## config.mk

```make
export PLATFORM = sky130hd
export DESIGN_NAME = mac_pipe
export DESIGN_NICKNAME = d
export VERILOG_FILES = /design/src/rtl/mac_pipe.sv
export SDC_FILE = /design/constraint.sdc
export NUM_CORES = 1
export LEC_CHECK = 0
export BUFFER_PORTS_ARGS = -buffer_cell sky130_fd_sc_hd__buf_2
export CAP_MARGIN = 5
export CORE_ASPECT_RATIO = 1.5
export CORE_UTILIZATION = 35
export DETAILED_ROUTE_END_ITERATION = 8
export GPL_ROUTABILITY_DRIVEN = 0
export PLACE_DENSITY = 0.54
export SYNTH_ARGS = -nofsm -noshare
export SYNTH_HDL_FRONTEND = slang
export SYNTH_SLANG_ARGS = --single-unit
```

## constraint.sdc

```tcl
create_clock -name clk -period 5.5 [get_ports clk]
set_clock_uncertainty 0.2 [all_clocks]
set_input_delay 0.275 -clock clk [delete_from_list [all_inputs] [get_ports clk]]
set_output_delay 0.275 -clock clk [all_outputs]
set_load 0.02 [all_outputs]
```

## src/rtl/mac_pipe.sv

```systemverilog
// -----------------------------------------------------------------------------
// mac_pipe -- parametrised three-stage pipelined multiply-accumulate engine.
//
// Accepts one operand pair per clock under in_valid and accumulates the
// products over frames of FRAME_LEN valid samples. At each frame end the
// result is published on out_data with a one-cycle out_valid pulse and the
// accumulator restarts from zero. There is no backpressure.
//
// Pipeline (edge E samples in_valid=1):
//   S1 @E   : operands registered
//   S2 @E+1 : 2*AW-bit product registered (signed multiply when SIGNED=1)
//   S3 @E+2 : acc / cnt updated, frame end detected
//
// Parameters:
//   AW        operand width
//   ACCW      accumulator / result width (ACCW >= 2*AW)
//   SIGNED    0 = unsigned, 1 = two's-complement operands and accumulator
//   FRAME_LEN valid samples per frame, 1..65535
//
// Ports:
//   clk        rising-edge clock
//   clr        synchronous active-high clear of all state
//   in_valid   opa/opb carry a sample this cycle
//   opa, opb   operands (AW bits)
//   acc        running accumulator (registered, ACCW bits)
//   out_valid  one-cycle pulse: out_data holds a completed frame result
//   out_data   frame result, held until the next frame result
//   ovf        overflow/saturation in the reported frame, held with out_data
//   cnt        samples accumulated so far in the current frame
//
// Build option:
//   MAC_SAT_EN  when defined the sum clamps to the limit in the overflow
//               direction; otherwise it wraps modulo 2^ACCW.
// -----------------------------------------------------------------------------
module mac_pipe #(
    parameter int AW        = 8,
    parameter int ACCW      = 24,
    parameter int SIGNED    = 0,
    parameter int FRAME_LEN = 16
) (
    input  logic            clk,
    input  logic            clr,
    input  logic            in_valid,
    input  logic [AW-1:0]   opa,
    input  logic [AW-1:0]   opb,
    output logic [ACCW-1:0] acc,
    output logic            out_valid,
    output logic [ACCW-1:0] out_data,
    output logic            ovf,
    output logic [15:0]     cnt
);

    localparam logic [15:0] LAST_CNT = 16'(FRAME_LEN - 1);

    // Pipeline registers
    logic              r_s1_valid;
    logic [AW-1:0]     r_opa;
    logic [AW-1:0]     r_opb;
    logic              r_s2_valid;
    logic [2*AW-1:0]   r_prod;

    // Accumulation / result registers
    logic [ACCW-1:0]   r_acc;
    logic [15:0]       r_cnt;
    logic              r_sticky;
    logic              r_out_valid;
    logic [ACCW-1:0]   r_out_data;
    logic              r_ovf;

    // Combinational datapath
    logic [2*AW-1:0]   w_prod;
    logic [ACCW-1:0]   w_prod_ext;
    logic [ACCW:0]     w_sum_full;
    logic [ACCW-1:0]   w_sum_wrap;
    logic [ACCW-1:0]   w_sum;
    logic              w_ovf;
    logic              w_frame_end;

    // Multiply and extend. Operands are widened to 2*AW before the multiply
    // so the full product is kept; the signed variant sign-extends first.
    generate
        if (SIGNED != 0) begin : g_signed
            logic signed [2*AW-1:0] w_sa;
            logic signed [2*AW-1:0] w_sb;
            assign w_sa       = $signed({{AW{r_opa[AW-1]}}, r_opa});
            assign w_sb       = $signed({{AW{r_opb[AW-1]}}, r_opb});
            assign w_prod     = $unsigned(w_sa * w_sb);
            assign w_prod_ext = ACCW'($signed(r_prod));
            // Addends with equal signs producing a result of the other sign.
            assign w_ovf      = (r_acc[ACCW-1] == w_prod_ext[ACCW-1]) &&
                                (w_sum_wrap[ACCW-1] != r_acc[ACCW-1]);
        end else begin : g_unsigned
            assign w_prod     = {{AW{1'b0}}, r_opa} * {{AW{1'b0}}, r_opb};
            assign w_prod_ext = ACCW'(r_prod);
            assign w_ovf      = w_sum_full[ACCW];
        end
    endgenerate

    assign w_sum_full  = {1'b0, r_acc} + {1'b0, w_prod_ext};
    assign w_sum_wrap  = w_sum_full[ACCW-1:0];
    assign w_frame_end = r_s2_valid && (r_cnt == LAST_CNT);

    always_comb begin
        // NOTE: default assigned first so every path drives w_sum and no latch is inferred.
        w_sum = w_sum_wrap;
`ifdef MAC_SAT_EN
        // Clamp in the overflow direction; for signed data both addends share
        // the sign of r_acc when overflow occurs, so r_acc's sign picks the limit.
        if (w_ovf) begin
            if (SIGNED != 0) begin
                w_sum = r_acc[ACCW-1] ? {1'b1, {(ACCW-1){1'b0}}}
                                      : {1'b0, {(ACCW-1){1'b1}}};
            end else begin
                w_sum = '1;
            end
        end
`endif
    end

    // NOTE: reset is synchronous (clr sampled on the clock edge) and dominates in_valid.
    always_ff @(posedge clk) begin
        if (clr) begin
            r_s1_valid  <= 1'b0;
            r_opa       <= '0;
            r_opb       <= '0;
            r_s2_valid  <= 1'b0;
            r_prod      <= '0;
            r_acc       <= '0;
            r_cnt       <= '0;
            r_sticky    <= 1'b0;
            r_out_valid <= 1'b0;
            r_out_data  <= '0;
            r_ovf       <= 1'b0;
        end else begin
            // NOTE: non-blocking assignments so every stage reads last cycle's values.
            r_s1_valid <= in_valid;
            if (in_valid) begin
                r_opa <= opa;
                r_opb <= opb;
            end

            r_s2_valid <= r_s1_valid;
            if (r_s1_valid) begin
                r_prod <= w_prod;
            end

            r_out_valid <= 1'b0;
            if (r_s2_valid) begin
                if (w_frame_end) begin
                    r_out_data  <= w_sum;
                    r_out_valid <= 1'b1;
                    r_ovf       <= r_sticky | w_ovf;
                    r_acc       <= '0;
                    r_cnt       <= '0;
                    r_sticky    <= 1'b0;
                end else begin
                    r_acc       <= w_sum;
                    r_cnt       <= r_cnt + 16'd1;
                    r_sticky    <= r_sticky | w_ovf;
                end
            end
        end
    end

    assign acc       = r_acc;
    assign cnt       = r_cnt;
    assign out_valid = r_out_valid;
    assign out_data  = r_out_data;
    assign ovf       = r_ovf;

endmodule
```

# Yosys cells after proc, flatten, opt, wreduce, memory -nomap -nowiden
# Cells that the tools add are included.
[word_totals] regBits=101 latchBits=0 mem_bits_rw=0 romBits=0 elab_cells=24 memories=0
[op_classes] n_addsub=2 n_mul=1 div_mod_pow=0 order_cmp=0 n_eq_ne=1 n_shift=0 n_mux=4 n_bitwise=2 n_reduce_logical=3
[op_table] cell="24-bit by 16-bit adder with 25-bit output" n=1
[op_table] cell="24-bit two-way mux" n=1
[op_table] cell="16-bit by 1-bit adder with 16-bit output, second input constant" n=1
[op_table] cell="16-bit by 4-bit equality test with 1-bit output, second input constant" n=1
[op_table] cell="8-bit by 8-bit multiplier with 16-bit output" n=1
[op_table] cell="16-bit two-way mux" n=1
[op_table] cell="1-bit two-way mux" n=2
[op_table] cell="2-bit AND reduction" n=1
[op_table] cell="2-bit OR reduction" n=1
[op_table] cell="1-bit logical AND" n=1
[op_table] cell="1-bit inverter" n=1
[op_table] cell="1-bit bitwise OR" n=1

# Depth between registers and ports, before layout
# Gate-level depths: netlist of run 1.
[depth] depth_word=3 depth_mapped=16 mapped_depth_nobuf=16

# Least setup slack after synthesis of run 1
# Ideal clock, no wire load.
[synth_timing] path_kind="reg2reg" from="register r_opb[7]" to="register r_prod[15]" setup_ps=91 arrival_ps=4179 required_time_ps=5209 slack_ps=1030 stages_incl_launch_ff=16 period_less_slack_ps=4470 cell_sequence="dfxtp_1 -> nand2_1 -> fa_1 -> fa_1 -> inv_1 -> fa_1 -> inv_1 -> fa_1 -> inv_1 -> ha_1 -> o21a_1 -> o31ai_1 -> a211oi_1 -> nor3_1 -> or3_1 -> a311oi_1"
[synth_between] elab_chain_cells=1
[synth_rtl] item="start: declaration" line_no="58" text="logic [AW-1:0] r_opb;"
[synth_rtl] item="start signal: assignment" line_no="139" text="r_opb <= opb;"
[synth_rtl] item="8-bit by 8-bit multiplier with 16-bit output" line_no="93" text="assign w_prod = {{AW{1'b0}}, r_opa} * {{AW{1'b0}}, r_opb};"
[synth_rtl] item="end signal: assignment" line_no="144" text="r_prod <= w_prod;"
[synth_rtl] item="end: declaration" line_no="60" text="logic [2*AW-1:0] r_prod;"
# Every way passes these cells.
# A chain may end at the register's enable or synchronous reset.

# Worst setup path after layout of run 1
# Same ends and word-level chain as after synthesis.

==> results of run 1 <==
-- logic make-up after synthesis --
family / synth area share (%)
fa+ha+maj: 20.32
flops: 29.26
buf+inv: 6.518
compound gates: 14.47
simple gates: 22.45
mux: 3.187
xor+xnor: 3.802
-- worst max-delay path by stage --
| stage | endpoint | cells after the start |
|---|---|---|
| floorplan | r_prod[15] | 15 |
| global placement | r_prod[15] | 15 |
| detailed placement | r_prod[15] | 15 |
| CTS | r_prod[15] | 15 |
| global route | r_prod[12] | 14 |
| finish | r_prod[15] | 15 |
-- state kept, by name, summed over array words and instances (netlist names) --
signal,count
acc,24
r_s2_valid,1
r_opb,8
ovf,1
r_prod,16
r_sticky,1
out_valid,1
out_data,24
cnt,16
r_opa,8
r_s1_valid,1
-- through the flow --
step	hold slack (ns)	setup WS, ns	cells
finish	0.1973	0.6273	1147
global route	0.2527	0.3780	1147
CTS	0.2048	0.6067	1147
detailed placement	0.2439	0.6284	1117
global placement	0.2402	0.6858	1117
floorplan	0.2225	1.030	804
-- worst max-delay path, cell delays in order (launching register included) --
cell	delay, ns
dfxtp_1	0.48
nand2_1	0.12
fa_1	0.52
fa_1	0.54
inv_1	0.05
fa_1	0.52
inv_1	0.05
fa_1	0.52
inv_1	0.04
ha_1	0.32
o21a_1	0.14
o31ai_1	0.13
a211oi_1	0.41
nor3_1	0.12
or3_1	0.38
a311oi_1	0.24
-- cells in the final DEF, fill, tap and decap left out, drive strengths merged, types with 8 or more instances in the layout --
cell type,n
nor2,81
inv,75
a211oi,15
dlygate4sd3,16
o211ai,9
nand2,69
clkbuf,10
nand4,13
nor3,14
ha,53
xor2,15
nand3,26
dfxtp,101
a31oi,8
fa,37
and2,55
o21ai,18
mux2i,22
xnor2,15
and3,8
a21oi,42
a21o,9
or3,13
buf,90
-- timing repair --
action                                 4_1_cts  5_1_grt
endpoints found under the hold margin       16        0
buffers inserted                             0        0
hold buffers                                16        0
gates resized for setup                      0        0
-- layout make-up --
class	instances	area [um2]	area share, %
clock buffer	10	229.0	2.881
clock inverter	4	33.78	0.4251
inverter	73	274.0	3.448
multi-input combinational	597	4443	55.90
sequential	101	2022	25.44
tap	256	320.3	4.030
timing repair buffer	106	625.6	7.872
-- power groups by stage --
stage                     Clock, mW  Combinational [mW]  Sequential [mW]
after global routing          0.651               0.180            0.769
after CTS                     0.628               0.160            0.766
after detailed placement          0               0.150            0.783
after floorplan                   0               0.116            0.777
after global placement            0               0.150            0.782
final                         0.607               0.157            0.766
-- routing by layer --
metal / track usage (%) / wire length, um
met5: 0 / 0
met4: 5.011 / 219
met3: 2.371 / 486
met2: 30.50 / 8400
met1: 19.12 / 7159
==> impl_metrics.env, run 1 <==
export IMPL_outcome="complete, no violations"
export IMPL_syn_inst=804
export IMPL_final_fill_count=2044
export IMPL_syn_area_per_cell_um2=8.595
export IMPL_critical_path_startpoint="r_opb[7]"
export IMPL_clock_tree_buffer_depth=2
export IMPL_clkPwrFrac_pct=39.7
export IMPL_clock_sinks=101
export IMPL_detailed_route_via_count=5723
export IMPL_drt_pass1_iter_count=5
export IMPL_timing_fmax_ghz=0.2052
export IMPL_timing_hold_worst_path_depth=4
export IMPL_critical_path_reg2reg_endpoint="r_prod[15]"
export IMPL_tightestPinTransition_ns=0.9527
export IMPL_fin_total_pwr_mw=1.530
export IMPL_clkTransAtPathRegs_ns=0.07
export IMPL_grt_overflow_total=0
export IMPL_antenna_cells_inserted=0
export IMPL_netlist_area_leader_share_pct=29.26
export IMPL_vdd_ir_max_mv=0.1143
export IMPL_power_density_nw_per_um2=192.5
export IMPL_final_period_minus_worst_setup_slack_ns=4.873
export IMPL_yosysMostFrequentCell="dfxtp_1"
export IMPL_floorplan_die_height_um=174.1
export IMPL_wirelength_um=16270
export IMPL_drt_wirelength_per_cell_um=14.18
export IMPL_critPathLaunchType="register"
export IMPL_rows=62
export IMPL_finalCoreUtilization_pct=41.31
export IMPL_setup_tns_final_ns=0
export IMPL_intPower_mw=1.119
export IMPL_class_of_the_worst_hold_path="in -> reg"
export IMPL_nets=997
export IMPL_hp_start="clr"
export IMPL_async_reset_ff_share_pct=0
export IMPL_yosys_cell_types_count=65
export IMPL_tritoncts_clock_tree="yes"
export IMPL_slew_headroom_pct=36.49
export IMPL_die_width_um=116.7
export IMPL_dpl_cell_area_um2=7525
export IMPL_grt_pass1_wl_um=26530
export IMPL_design_die_area_um2=20320
export IMPL_synth_warning_count=0
export IMPL_final_hold_violation_count=0
export IMPL_number_of_setup_violations_in_the_final_report=0
export IMPL_synth_seq_cells=101
export IMPL_post_synth_instance_area_um2=6910
export IMPL_regToRegSetupSlack_ns=0.63
export IMPL_place_detailed_hpwl_um=12410
export IMPL_synth_seq_area_share_pct=29.26
export IMPL_p_seq_share_pct=50.1
export IMPL_timing_critical_path_required_ns=5.56
export IMPL_number_of_levels_the_h_tree_was_split_into=3
export IMPL_p_sw_mw=0.4107
export IMPL_layout_cells_sized_above_1_pct=13.13
export IMPL_core_area_um2=19240
export IMPL_power_frac_comb_pct=10.3
export IMPL_synth_fp_nets=913
export IMPL_min_delay_worst_endpoint="acc[14]"
export IMPL_p_leak_nw=3.603
export IMPL_first_global_vias=5488
export IMPL_cts_root_buf="clkbuf_16"
export IMPL_area_delta_synth_final_pct=15.01
export IMPL_grt_setup_unrepaired="false"
export IMPL_finalCritPeriodShare_pct=88.59
export IMPL_worst_r2r_startpoint="r_opb[7]"
export IMPL_end_kind="register"
export IMPL_timing_critical_path_arrival_ns=4.94
export IMPL_finalInstanceArea_um2=7948
export IMPL_post_synth_most_frequent_cells="101 x dfxtp_1, 81 x nor2_1, 72 x inv_1"
export IMPL_synth_edf_count=0
export IMPL_grt_use_total_pct=16.50
export IMPL_numCtsBuffers=9
export IMPL_place_port_buffers=84
export IMPL_number_of_slew_limit_violations_in_the_final_report=0
export IMPL_ys_dominant_reg_cell="dfxtp_1"
export IMPL_drtIter0Drc=294
export IMPL_synth_top_cell_by_area="dfxtp_1"
export IMPL_critical_path_peak_fanout=9
export IMPL_ant_nets=0
export IMPL_post_route_drc_count=0
export IMPL_p_sw_share_pct=26.85
export IMPL_synth_area_top_cells="dfxtp_1 29%, fa_1 11%, ha_1 9.6%, and2_1 5.0%, nor2_1 4.4%"
export IMPL_clk_insertion_delay_late_ns=0.36
export IMPL_ff2ff_path_depth=15
export IMPL_grt_max_degree=90
export IMPL_vias_per_cell=4.990
export IMPL_start_util_pct=35.92
export IMPL_drv_cap=0
export IMPL_crit_type="reg -> reg"
export IMPL_io_pins=85
export IMPL_number_of_antenna_violations_at_the_first_check_in_global_routing=0
Note: power is estimated with default switching activity, not from simulation.
==> run 2, diff against run 1 <==
- REMOVE_ABC_BUFFERS: unset -> 1
==> run 2 against run 1 <==
  * Flip-flop and latch count unchanged
  * Non-clock buffer count up 1
  * Critical path depth unchanged
  * Count of clock-buffer cells in the layout down 1
  * Utilization up 0.26 points
  * Wire length up 0.30%
  * Sequential power about the same
  * Worst setup slack better by 0.011 ns
  * Total power up 4.7%
  * Register-to-register slack about the same
  * Sequential share of layout area down 0.16 points
  * Global-route usage up 0.11 points
  * Critical path type unchanged
==> impl_metrics.env, run 2 (same netlist as run 1, synthesis figures left out) <==
export IMPL_io_pins=85
export IMPL_design_die_area_um2=20320
export IMPL_ant_nets=0
export IMPL_end_kind="register"
export IMPL_drt_met1_wl_um=7059
export IMPL_number_of_levels_the_h_tree_was_split_into=3
export IMPL_place_port_buffers=84
export IMPL_grt_max_degree=50
export IMPL_clkTransAtPathRegs_ns=0.07
export IMPL_final_hold_violation_count=0
export IMPL_final_critical_path_setup_slack_ns=0.6382
export IMPL_timing_critical_path_required_ns=5.56
export IMPL_drt_pass1_iter_count=6
export IMPL_drtIter0Drc=248
export IMPL_dpl_cell_area_um2=7532
export IMPL_number_of_setup_violations_in_the_final_report=0
export IMPL_slew_headroom_pct=42.75
export IMPL_setup_tns_final_ns=0
export IMPL_post_cts_resized=0
export IMPL_tritoncts_clock_tree="yes"
export IMPL_multiInputGateArea_um2=4443
export IMPL_grt_overflow_total=0
export IMPL_number_of_slew_limit_violations_in_the_final_report=0
export IMPL_first_global_vias=5489
export IMPL_numCtsBuffers=9
export IMPL_finalCritPeriodShare_pct=88.40
export IMPL_die_width_um=116.7
export IMPL_crit_type="reg -> reg"
export IMPL_dr_wl_met2_um=8451
export IMPL_clock_sinks=101
export IMPL_critPathLaunchType="register"
export IMPL_grt_use_total_pct=16.61
export IMPL_post_route_drc_count=0
export IMPL_clk_insertion_delay_late_ns=0.36
export IMPL_final_fill_count=2062
export IMPL_floorplan_die_height_um=174.1
export IMPL_vias_per_cell=4.995
export IMPL_wirelength_um=16320
export IMPL_finalCoreUtilization_pct=41.57
export IMPL_grt_pass1_wl_um=26570
export IMPL_clock_tree_buffer_depth=2
export IMPL_area_delta_synth_final_pct=15.73
export IMPL_hold_bufs_inserted_after_cts=16
export IMPL_preCtsSetupSlack_ns=0.6464
export IMPL_start_util_pct=35.92
export IMPL_mostFrequentLayoutCells="101 x dfxtp_1, 84 x buf_2, 81 x nor2_1"
export IMPL_rows=62
export IMPL_place_detailed_hpwl_um=12310
export IMPL_top_layer_used="met4"
export IMPL_finalInstanceArea_um2=7998
export IMPL_critical_path_peak_fanout=9
export IMPL_cts_root_buf="clkbuf_16"
export IMPL_class_of_the_worst_hold_path="in -> reg"
export IMPL_final_common_cell="dfxtp_1"
export IMPL_antenna_cells_inserted=0
export IMPL_final_period_minus_worst_setup_slack_ns=4.862
export IMPL_core_area_um2=19240
export IMPL_timing_fmax_ghz=0.2057
export IMPL_layout_cells_sized_above_1_pct=13.53
export IMPL_detailed_route_via_count=5744
export IMPL_timing_critical_path_arrival_ns=4.92
export IMPL_tightestPinTransition_ns=0.8556
export IMPL_route_met3_wl_um=460
export IMPL_grt_setup_unrepaired="false"
export IMPL_drv_cap=0
export IMPL_outcome="complete, no violations"
export IMPL_vdd_ir_max_mv=0.1129
export IMPL_cts_repair_timing_setup_buffer_count=0
export IMPL_power_density_nw_per_um2=200.3
export IMPL_worst_hold_slack_ns=0.2243
export IMPL_p_leak_nw=3.637
export IMPL_nets=998
export IMPL_drt_wirelength_per_cell_um=14.19
export IMPL_number_of_antenna_violations_at_the_first_check_in_global_routing=0
export IMPL_layout_area_seq_um2=2022
==> run 2: per-layer routing <==
metal | track usage [%] | up-vias
met3 | 2.510 | 18
met2 | 30.62 | 88
met4 | 5.960 | 0
li1 | - | 2943
met1 | 18.85 | 2695
met5 | 0 | -
==> run 2: path summary, 6_finish.rpt <==
kind	from	end	slack (ns)	cells past startpoint
worst min-delay path	in_valid	r_s1_valid	0.22	2
worst max-delay path	r_opa[0]	r_prod[15]	0.64	15
worst min register to register	out_data[4]	out_data[4]	0.25	2
worst max register to register	r_opa[0]	r_prod[15]	0.64	15
==> run 2: cell type report <==
| cell class | count | area share, % |
|---|---|---|
| Tap cell | 256 | 4.005 |
| Sequential cell | 101 | 25.28 |
| Inverter | 73 | 3.426 |
| Clock buffer | 9 | 2.816 |
| Multi-Input combinational cell | 597 | 55.55 |
| Timing Repair Buffer | 107 | 7.916 |
| Clock inverter | 7 | 1.001 |
==> run 2: worst max-delay path, stage by stage, from the launching register on <==
cell	delay (ns)
dfxtp_1	0.50
nand2_1	0.13
fa_1	0.51
fa_1	0.54
inv_1	0.05
fa_1	0.53
inv_1	0.05
fa_1	0.52
inv_1	0.04
ha_1	0.31
o21a_1	0.13
o31ai_1	0.13
a211oi_1	0.39
nor3_1	0.12
or3_1	0.37
a311oi_1	0.24
==> run 2: metrics by stage <==
stage	total power, mW	cells
5_1_grt	1.682	1150
2_1_floorplan	0.8788	771
4_1_cts	1.623	1150
3_3_place_gp	0.9340	1118
3_5_place_dp	0.9359	1118
6_report	1.602	1150
==> run 2: power breakdown <==
part           total, mW  internal [mW]  leakage [nW]  switching [mW]
clock              0.677          0.362         0.154           0.315
sequential         0.767          0.745         0.818          0.0216
combinational      0.159         0.0677          2.66          0.0913
total               1.60           1.17          3.64           0.428
